--- config.mk ---
export PLATFORM = sky130hd
export DESIGN_NAME = sap_clock_gen_flat
export DESIGN_NICKNAME = d
export VERILOG_FILES = /design/src/rtl/sap_clock_gen_if.sv /design/src/rtl/sap_clock_gen.sv /design/src/flat_wrapper.sv
export SDC_FILE = /design/constraint.sdc
export NUM_CORES = 1
export LEC_CHECK = 0
export CAP_MARGIN = 25
export CORE_ASPECT_RATIO = 1.2
export CORE_MARGIN = 2
export CORE_UTILIZATION = 47
export DETAILED_ROUTE_END_ITERATION = 16
export PLACE_DENSITY = 0.67
export SYNTH_ARGS = -nofsm -noshare
export SYNTH_HDL_FRONTEND = slang
export SYNTH_SLANG_ARGS = --single-unit
--- constraint.sdc ---
create_clock -name clk -period 2.15 [get_ports clk]
set_clock_uncertainty 0.05 [all_clocks]
set_input_delay 0.645 -clock clk [delete_from_list [all_inputs] [get_ports clk]]
set_output_delay 0.645 -clock clk [all_outputs]
set_load 0.005 [all_outputs]
--- src/rtl/sap_clock_gen_if.sv ---
// sap_clock_gen_if: control inputs and SAP clock outputs of the SAP-U clock module.
interface sap_clock_gen_if;
  logic i_manual;
  logic i_step_btn;
  logic i_halt;
  logic o_sap_clk;
  logic o_not_sap_clk;
  logic o_clk_en;
  logic o_halted;
  modport master (output i_manual, i_step_btn, i_halt, input o_sap_clk, o_not_sap_clk, o_clk_en, o_halted);
  modport slave (input i_manual, i_step_btn, i_halt, output o_sap_clk, o_not_sap_clk, o_clk_en, o_halted);
endinterface

--- src/rtl/sap_clock_gen.sv ---
// sap_clock_gen: SAP-U clock with auto divide, debounced manual step and halt.
module sap_clock_gen #(
  parameter int HALF_PERIOD     = 25000,
  parameter int DEBOUNCE_CYCLES = 1000,
  parameter int CNT_WIDTH       = 16
) (
  input logic clk,
  input logic rst,
  sap_clock_gen_if.slave bus
);
  typedef enum logic [1:0] {LOW, HIGH, HALTED} state_t;
  localparam logic [CNT_WIDTH-1:0] HP_LAST = CNT_WIDTH'(HALF_PERIOD - 1);
  localparam logic [CNT_WIDTH-1:0] DB_LAST = CNT_WIDTH'(DEBOUNCE_CYCLES - 1);
  state_t r_state;
  logic [CNT_WIDTH-1:0] r_cnt, r_db_cnt;
  logic [1:0] r_man_s, r_btn_s;
  logic r_btn_lvl, r_mode, r_sap, r_not_sap, r_en, r_halted;
  logic w_man, w_btn, w_db_done, w_step, w_low_entry, w_manual, w_ph_end;
  assign w_man       = r_man_s[1];
  assign w_btn       = r_btn_s[1];
  assign w_db_done   = (w_btn != r_btn_lvl) && (r_db_cnt == DB_LAST);
  assign w_step      = w_db_done && w_btn;
  assign w_low_entry = (r_state == LOW) && (r_cnt == '0);
  // the mode sampled at LOW entry applies in that same cycle
  assign w_manual    = w_low_entry ? w_man : r_mode;
  assign w_ph_end    = r_cnt == HP_LAST;
  assign bus.o_sap_clk     = r_sap;
  assign bus.o_not_sap_clk = r_not_sap;
  assign bus.o_clk_en      = r_en;
  assign bus.o_halted      = r_halted;
  always_ff @(posedge clk) begin
    if (rst) begin
      r_state   <= LOW;
      r_cnt     <= '0;
      r_db_cnt  <= '0;
      r_man_s   <= '0;
      r_btn_s   <= '0;
      r_btn_lvl <= 1'b0;
      r_mode    <= 1'b0;
      r_sap     <= 1'b0;
      r_not_sap <= 1'b1;
      r_en      <= 1'b0;
      r_halted  <= 1'b0;
    end else begin
      r_man_s  <= {r_man_s[0], bus.i_manual};
      r_btn_s  <= {r_btn_s[0], bus.i_step_btn};
      r_db_cnt <= (w_btn == r_btn_lvl || w_db_done) ? '0 : r_db_cnt + 1'b1;
      if (w_db_done) r_btn_lvl <= w_btn;
      if (w_low_entry) r_mode <= w_man;
      r_en <= 1'b0;
      case (r_state)
        LOW:
          if (bus.i_halt) begin
            r_state  <= HALTED;
            r_halted <= 1'b1;
            r_cnt    <= '0;
          end else if (w_manual ? w_step : w_ph_end) begin
            r_state   <= HIGH;
            r_sap     <= 1'b1;
            r_not_sap <= 1'b0;
            r_en      <= 1'b1;
            r_cnt     <= '0;
          end else if (!w_manual) begin
            r_cnt <= r_cnt + 1'b1;
          end
        HIGH:
          if (w_ph_end) begin
            r_state   <= LOW;
            r_sap     <= 1'b0;
            r_not_sap <= 1'b1;
            r_cnt     <= '0;
          end else begin
            r_cnt <= r_cnt + 1'b1;
          end
        HALTED:
          if (!bus.i_halt) begin
            r_state  <= LOW;
            r_halted <= 1'b0;
            r_cnt    <= '0;
          end
        default: r_state <= LOW;
      endcase
    end
  end
endmodule
--- src/flat_wrapper.sv ---
// flat-port wrapper written by rule: the top's interface ports become plain ports
module sap_clock_gen_flat 
#(
  parameter int HALF_PERIOD     = 25000,
  parameter int DEBOUNCE_CYCLES = 1000,
  parameter int CNT_WIDTH       = 16
)
  (clk, rst, bus_i_manual, bus_i_step_btn, bus_i_halt, bus_o_sap_clk, bus_o_not_sap_clk, bus_o_clk_en, bus_o_halted);
  sap_clock_gen_if bus_i ();
  input logic clk;
  input logic rst;
  input wire logic [$bits(bus_i.i_manual)-1:0] bus_i_manual;
  input wire logic [$bits(bus_i.i_step_btn)-1:0] bus_i_step_btn;
  input wire logic [$bits(bus_i.i_halt)-1:0] bus_i_halt;
  output wire logic [$bits(bus_i.o_sap_clk)-1:0] bus_o_sap_clk;
  output wire logic [$bits(bus_i.o_not_sap_clk)-1:0] bus_o_not_sap_clk;
  output wire logic [$bits(bus_i.o_clk_en)-1:0] bus_o_clk_en;
  output wire logic [$bits(bus_i.o_halted)-1:0] bus_o_halted;
  assign bus_i.i_manual = bus_i_manual;
  assign bus_i.i_step_btn = bus_i_step_btn;
  assign bus_i.i_halt = bus_i_halt;
  assign bus_o_sap_clk = bus_i.o_sap_clk;
  assign bus_o_not_sap_clk = bus_i.o_not_sap_clk;
  assign bus_o_clk_en = bus_i.o_clk_en;
  assign bus_o_halted = bus_i.o_halted;
  sap_clock_gen #(.HALF_PERIOD(HALF_PERIOD), .DEBOUNCE_CYCLES(DEBOUNCE_CYCLES), .CNT_WIDTH(CNT_WIDTH)) u_core (.clk(clk), .rst(rst), .bus(bus_i));
endmodule
==> results.py, run 1 <==
metrics = {
    "clock_tree": {
        "clock-sinks": 44,
        "numCtsBuffers": 5,
        "hold_buffers": 0,
        "clockBufferDepth": 2,
        "cts-root-buf": "clkbuf_8",
        "cts_tree": "done",
        "clk_latency_ns": 0.30,
        "ctsHtreeMaxLevel": 2,
        "clk_pin_slew_ns": 0.08,
    },
    "yosys": {
        "synth_xor_xnor_area_share": 0.118,
        "synthCells": 248,
        "synth_seq_area_share": 0.394,
        "synth.area.mux_share": 0.0313,
        "synth_compound_area_frac": 0.120,
        "syn_nets": 260,
        "synth_fa_ha_area_frac": 0.0392,
        "synth_top_area_cell": "dfxtp_1",
        "synth_area_sq_mm": 0.00224,
        "synth_top_family_by_area": "simple AND/OR/NAND/NOR gates",
        "synth_top_area_frac": 0.394,
        "postSynthAreaPerCell_sq_um": 9.02,
        "ys_types": 45,
        "synth-seq-cells": 44,
        "yosysWarnings": 0,
        "yosys.area_share.simple": 0.265,
        "synth_area_leaders": "dfxtp_1, xnor2_1, nor2_1",
    },
    "critical_path": {
        "crit_buf_inv": 1,
        "reg2reg_depth": 7,
        "worstSetupStartpointType": "flip-flop",
        "worstPathRequired_ns": 2.29,
        "critPathKind": "reg2reg",
        "max_stage_delay_ns": 0.57,
        "critPathMaxFanout": 13,
        "worstPathArrival_ns": 2.32,
        "cp.depth": 7,
        "slowest_stage": "or4_4",
        "crit_path_end_kind": "flip-flop",
        "path_cells": "or4_4, nor4_4, a21oi_2, buf_12, a2111oi_4, xnor2_1, nor2_2",
        "critical-path-top-delay-family": "simple AND/OR/NAND/NOR gates",
    },
    "drt": {
        "vias": 1939,
        "first_pass_iters": 5,
        "wl_per_cell_um": 13.5,
        "vias_per_cell": 5.34,
        "ant_nets": 0,
        "wl_um": 4900,
        "drc": 0,
        "drt_iter0_markers": 125,
    },
    "layout": {
        "diodes": 0,
        "nNetsFinal": 316,
        "drive_gt1_frac": 0.289,
        "area_growth_pct": 32.2,
    },
    "timing": {
        "relSlewSlack": 0.799,
        "final.min_clock_period_ns": 2.17,
        "hold_viol": 0,
        "period_share": 1.01,
        "timing.hold.ws_ns": 0.399,
        "slew_violations": 0,
        "worst_pin_slew_ns": 0.299,
        "fin_ws_ns": -0.0242,
        "finalSetupViolCount": 4,
        "fmax_ghz": 0.460,
        "tns_ns": -0.0592,
        "rsz0062_at_grt": "yes",
    },
    "global_route": {
        "grt_util_all_layers": 0.200,
        "overflow": 0,
        "grt_pass1_wl_um": 8220,
        "grt_max_degree": 17,
        "antenna_found_initial": 0,
        "first_global_vias": 1953,
    },
    "power": {
        "ir_worst_vdd_v": 0.000426,
        "p_per_area_mw_per_mm2": 595,
        "leakagePower_nw": 1.11,
    },
    "floorplan": {
        "die-height_um": 79.6,
        "start_util": 0.487,
        "io_pins": 9,
        "core_sq_mm": 0.00459,
        "die_w_um": 67.0,
        "die_area_sq_mm": 0.00533,
        "row_count": 27,
    },
    "worst_hold_path": {
        "whs_path_depth": 1,
        "hp-class": "reg2reg",
    },
    "placed_design": {
        "dp_hpwl_um": 3380,
        "gp_congestion": 0.832,
        "port_buffers": 8,
    },
    "job": {
        "drv_cap": 0,
    },
    "outcome": {
        "status": "finished with violations",
        "failed_checks": "negative setup slack",
    },
}
==> cells in the final DEF (no fill, tap or decap), drive strengths merged, types with 2 or more instances in the layout <==
cell type and count:
buf 50, dfxtp 44, nor2 39, xnor2 21, a21oi 17, nand2 16, nand3 12, nand4 11
xor2 9, clkdlybuf4s50 8, inv 8, ha 7, and3 6, nor2b 5, clkbuf 5, nor4 5
and4 4, a211oi 4, mux2i 4, o21ai 4, or3 3, nand2b 2, mux2 2, a2111oi 2
==> cells in the mapped netlist <==
library cell,instances
a2111oi_4,2
xnor2_1,21
clkbuf_1,5
xor2_1,9
ha_1,7
and2_1,1
mux2_4,2
buf_2,2
or4_4,1
nor4bb_1,1
a211oi_1,3
mux2i_1,4
a21bo_2,1
a211oi_2,1
o21ai_0,4
nor4_4,1
nand2b_1,2
a22o_1,1
buf_6,1
o211a_1,1
dfxtp_1,44
nor3b_1,1
nor2_1,36
nor4_2,2
a21oi_2,1
a41o_1,1
or3_1,2
a21oi_1,16
o211ai_1,1
o21a_1,1
nor4_1,2
a311oi_1,1
nand4_1,11
nand3_1,12
inv_1,8
nor2b_1,5
buf_1,1
a22oi_1,1
and3_1,6
nand2_1,16
or4b_1,1
nor2_2,3
nand4b_1,1
and4_1,4
or3_2,1
==> final timing paths <==
path | start | end | slack [ns]
max | u_core.r_db_cnt[13] | u_core.r_cnt[15] | -0.02
min reg2reg | u_core.r_btn_s[0] | u_core.r_btn_s[1] | 0.40
min | u_core.r_btn_s[0] | u_core.r_btn_s[1] | 0.40
max reg2reg | u_core.r_db_cnt[13] | u_core.r_cnt[15] | -0.02
==> report_power, final <==
part	internal, mW	switching [mW]
sequential	0.830	0.00829
combinational	0.152	0.134
clock	0.344	0.290
==> logic make-up (layout without fill, tap and decap cells) <==
kind of cell / Yosys count / in the layout
AOI/OAI and AO/OA: 35 / 35
xor gates and xnor gates: 30 / 30
adders and majority gates: 7 / 7
buffers and inverters: 17 / 74
DFF: 44 / 44
muxes: 6 / 6
and+or+nand+nor: 109 / 109
==> layer usage <==
metal  track usage  up-vias  wire length, um
met1         0.220      912             2110
met5             0        -                0
met3        0.0494        8              160
met2         0.355       39             2540
met4        0.0898        0               81
li1              -      980                -
==> registers in the layout, summed over array words and instances (netlist names), 2 cells and up <==
| name | flops |
|---|---|
| u_core.r_cnt | 16 |
| u_core.r_man_s | 2 |
| u_core.r_state | 2 |
| u_core.r_btn_s | 2 |
| u_core.r_db_cnt | 16 |
==> layout make-up <==
type,count,area (sq um)
inverter,8,30.0
multi-input combinational,187,1360
fill,388,1640
clock buffer,5,68.8
timing repair buffer,58,504
tap,58,72.6
sequential,44,883
clock inverter,3,42.5
==> per-stage QoR <==
| stage | std cells | instance area [sq um] | total power [mW] | setup slack (ns) | util |
|---|---|---|---|---|---|
| 5_1_grt | 363 | 2960 | 1.82 | -0.132 | 0.644 |
| 3_3_place_gp | 351 | 2730 | 1.10 | -0.123 | 0.594 |
| 6_report | 363 | 2960 | 1.76 | -0.0242 | 0.644 |
| 3_5_place_dp | 351 | 2730 | 1.10 | -0.146 | 0.594 |
| 2_1_floorplan | 248 | 2250 | 0.997 | -0.0741 | - |
| 4_1_cts | 362 | 2910 | 1.75 | -0.0479 | 0.633 |
==> timing repair <==
item	4_1_cts	5_1_grt
resized for setup	16	10
pin swaps	7	9
setup buffers	3	1
setup endpoints to repair	16	21
No activity file was read; power rests on OpenSTA's default activity.
==> run 2, diff against run 1 <==
--- a/config.mk
+++ b/config.mk
@@ -5,6 +5,7 @@
 export SDC_FILE = /design/constraint.sdc
 export NUM_CORES = 1
 export LEC_CHECK = 0
+export ABC_CLOCK_PERIOD_IN_PS = 2150
 export CAP_MARGIN = 25
 export CORE_ASPECT_RATIO = 1.2
 export CORE_MARGIN = 2
==> results of run 2 <==
Final layout, timing and power as in run 1 (identical DEF).
==> run 3, diff against run 2 <==
--- a/config.mk
+++ b/config.mk
@@ -5,13 +5,12 @@
 export SDC_FILE = /design/constraint.sdc
 export NUM_CORES = 1
 export LEC_CHECK = 0
-export ABC_CLOCK_PERIOD_IN_PS = 2150
+export ABC_CLOCK_PERIOD_IN_PS = 2250
 export CAP_MARGIN = 25
 export CORE_ASPECT_RATIO = 1.2
 export CORE_MARGIN = 2
 export CORE_UTILIZATION = 47
 export DETAILED_ROUTE_END_ITERATION = 16
-export PLACE_DENSITY = 0.67
 export SYNTH_ARGS = -nofsm -noshare
 export SYNTH_HDL_FRONTEND = slang
 export SYNTH_SLANG_ARGS = --single-unit
==> constraint.sdc (replaced) <==
create_clock -name clk -period 2.25 [get_ports clk]
set_clock_uncertainty 0.05 [all_clocks]
set_input_delay 0.675 -clock clk [delete_from_list [all_inputs] [get_ports clk]]
set_output_delay 0.675 -clock clk [all_outputs]
set_load 0.005 [all_outputs]
==> run 3 against run 2 <==
  * Clock power decreased by 17%
  * Sequential cell count stayed put
  * Utilization fell by 1.4 points
  * Register-to-register slack improved by 0.02 ns
  * The run still ends with negative setup slack left
  * Sequential power down 4.5%
  * Cell area fell by 2.2%
  * Critical path depth rose by 3
  * Power is 9.3% lower
  * First-iteration DRC count down 45%
  * Global-route usage is 1.7 points lower
  * Non-clock buffer count is 7 lower
  * Combinational power shrank 7%
==> results.py, run 3 (synthesis gave the netlist of run 1 again) <==
metrics = {
    "outcome": {
        "status": "finished with violations",
        "failed_checks": "negative setup slack",
    },
    "critical_path": {
        "worstSetupStartpointType": "flip-flop",
        "slowest_stage": "mux2_4",
        "crit_path_start": "u_core.r_state[1]",
        "critPathKind": "reg2reg",
        "worstPathRequired_ns": 2.41,
        "max_stage_delay_ns": 0.38,
        "r2r-start": "u_core.r_state[1]",
        "crit_path_end_kind": "flip-flop",
        "critPathMaxFanout": 9,
        "path_cells": "inv_2, ha_4, nor4bb_4, nand4_1, mux2_4, buf_12, buf_4, a21bo_4, mux2i_1, nor2_1",
        "worstPathArrival_ns": 2.41,
    },
    "layout": {
        "area_growth_pct": 29.3,
        "reg_top3": "u_core.r_cnt: 16 flops, u_core.r_db_cnt: 16 flops",
        "nNetsFinal": 309,
        "fill_cells": 409,
        "diodes": 0,
        "final_util": 0.629,
        "fin_cells": 356,
        "final_common_cell": "dfxtp_1",
        "layout_common_cells": "dfxtp_1, buf_4, nor2_1",
        "drive_gt1_frac": 0.285,
    },
    "floorplan": {
        "core_sq_mm": 0.00459,
        "start_util": 0.487,
        "die-height_um": 79.6,
        "die_area_sq_mm": 0.00533,
        "die_w_um": 67.0,
        "row_count": 27,
        "io_pins": 9,
    },
    "placed_design": {
        "dp_hpwl_um": 3290,
        "port_buffers": 8,
        "dp_cells": 344,
        "gp_congestion": 0.837,
    },
    "worst_hold_path": {
        "hp-class": "reg2reg",
        "min-delay-start": "u_core.r_btn_s[0]",
    },
    "drt": {
        "wl_per_cell_um": 12.9,
        "routed.top_layer": "met4",
        "first_pass_iters": 4,
        "wl_um": 4610,
        "wl_met2_um": 2330,
        "met3_length_um": 123,
        "vias_per_cell": 5.27,
        "vias": 1875,
        "wl_met1_um": 2070,
        "drc": 0,
        "drt_iter0_markers": 69,
        "ant_nets": 0,
    },
    "timing": {
        "worst_pin_slew_ns": 0.286,
        "hold_viol": 0,
        "timing.hold.ws_ns": 0.394,
        "period_share": 1.00,
        "fmax_ghz": 0.444,
        "relSlewSlack": 0.808,
        "fin_ws_ns": -0.00298,
        "finalSetupViolCount": 1,
        "final.min_clock_period_ns": 2.25,
        "tns_ns": -0.00298,
        "rsz0062_at_grt": "yes",
        "slew_violations": 0,
    },
    "clock_tree": {
        "clk_pin_slew_ns": 0.09,
        "clk_latency_ns": 0.30,
        "cts_tree": "done",
        "ctsHtreeMaxLevel": 2,
        "cts-root-buf": "clkbuf_8",
        "clockBufferDepth": 2,
        "clock-sinks": 44,
        "numCtsBuffers": 5,
        "hold_buffers": 0,
    },
    "global_route": {
        "antenna_found_initial": 0,
        "grt_util_all_layers": 0.183,
        "grt_pass1_wl_um": 7710,
        "grt_max_degree": 17,
        "first_global_vias": 1807,
        "overflow": 0,
    },
    "power": {
        "leakagePower_nw": 1.04,
        "ir_worst_vdd_v": 0.000324,
        "p_per_area_mw_per_mm2": 551,
    },
    "job": {
        "drv_cap": 0,
    },
}
run 3: final cells by class:
cell class / instances / area [sq um] / share of cell area
Inverter: 8 / 30.0 / 0.0104
Clock inverter: 2 / 15.0 / 0.00519
Multi-Input combinational cell: 187 / 1370 / 0.475
Sequential cell: 44 / 883 / 0.305
Timing Repair Buffer: 51 / 435 / 0.151
Tap cell: 58 / 72.6 / 0.0251
Clock buffer: 6 / 82.6 / 0.0286
run 3: what timing repair did:
item / CTS / global route
setup buffers: 1 / 4
setup endpoints to repair: 1 / 19
pin swaps: 2 / 13
resized for setup: 1 / 28
gates cloned: 0 / 0
run 3: per-stage QoR:
step | total power [mW] | area [sq um] | setup WS, ns
after floorplan | 0.948 | 2240 | 0.0101
after global placement | 1.04 | 2650 | -0.0644
after detailed placement | 1.04 | 2650 | -0.0853
after CTS | 1.57 | 2760 | 0.0129
after global routing | 1.67 | 2890 | -0.0722
final | 1.59 | 2890 | -0.00298
run 3: report_power, final:
group	total (mW)	internal, mW	switching, mW
Combinational	0.267	0.138	0.129
Sequential	0.800	0.793	0.00738
Clock	0.528	0.249	0.279
run 3: path summary, 6_finish.rpt:
check                                          to  slack [ns]  cells after the start
worst max register to register    u_core.r_cnt[1]      -0.003                     10
worst min register to register  u_core.r_btn_s[1]        0.39                      1
worst min-delay path            u_core.r_btn_s[1]        0.39                      1
worst max-delay path              u_core.r_cnt[1]      -0.003                     10
run 3: worst max-delay path, delay by kind of cell, from the launching register on:
family                   cells  cell delay (ns)
multiplexers                 2             0.52
AND/OR/NAND/NOR              3             0.49
buffers and inverters        3             0.39
flip-flops                   1             0.34
AO/OA/AOI/OAI                1             0.23
adder cells (fa/ha/maj)      1             0.14
run 3: layer usage:
| layer | global-route usage | up-vias |
|---|---|---|
| met3 | 0.0381 | 9 |
| met5 | 0 | - |
| met1 | 0.216 | 881 |
| met2 | 0.328 | 20 |
| met4 | 0.0551 | 0 |
| li1 | - | 965 |
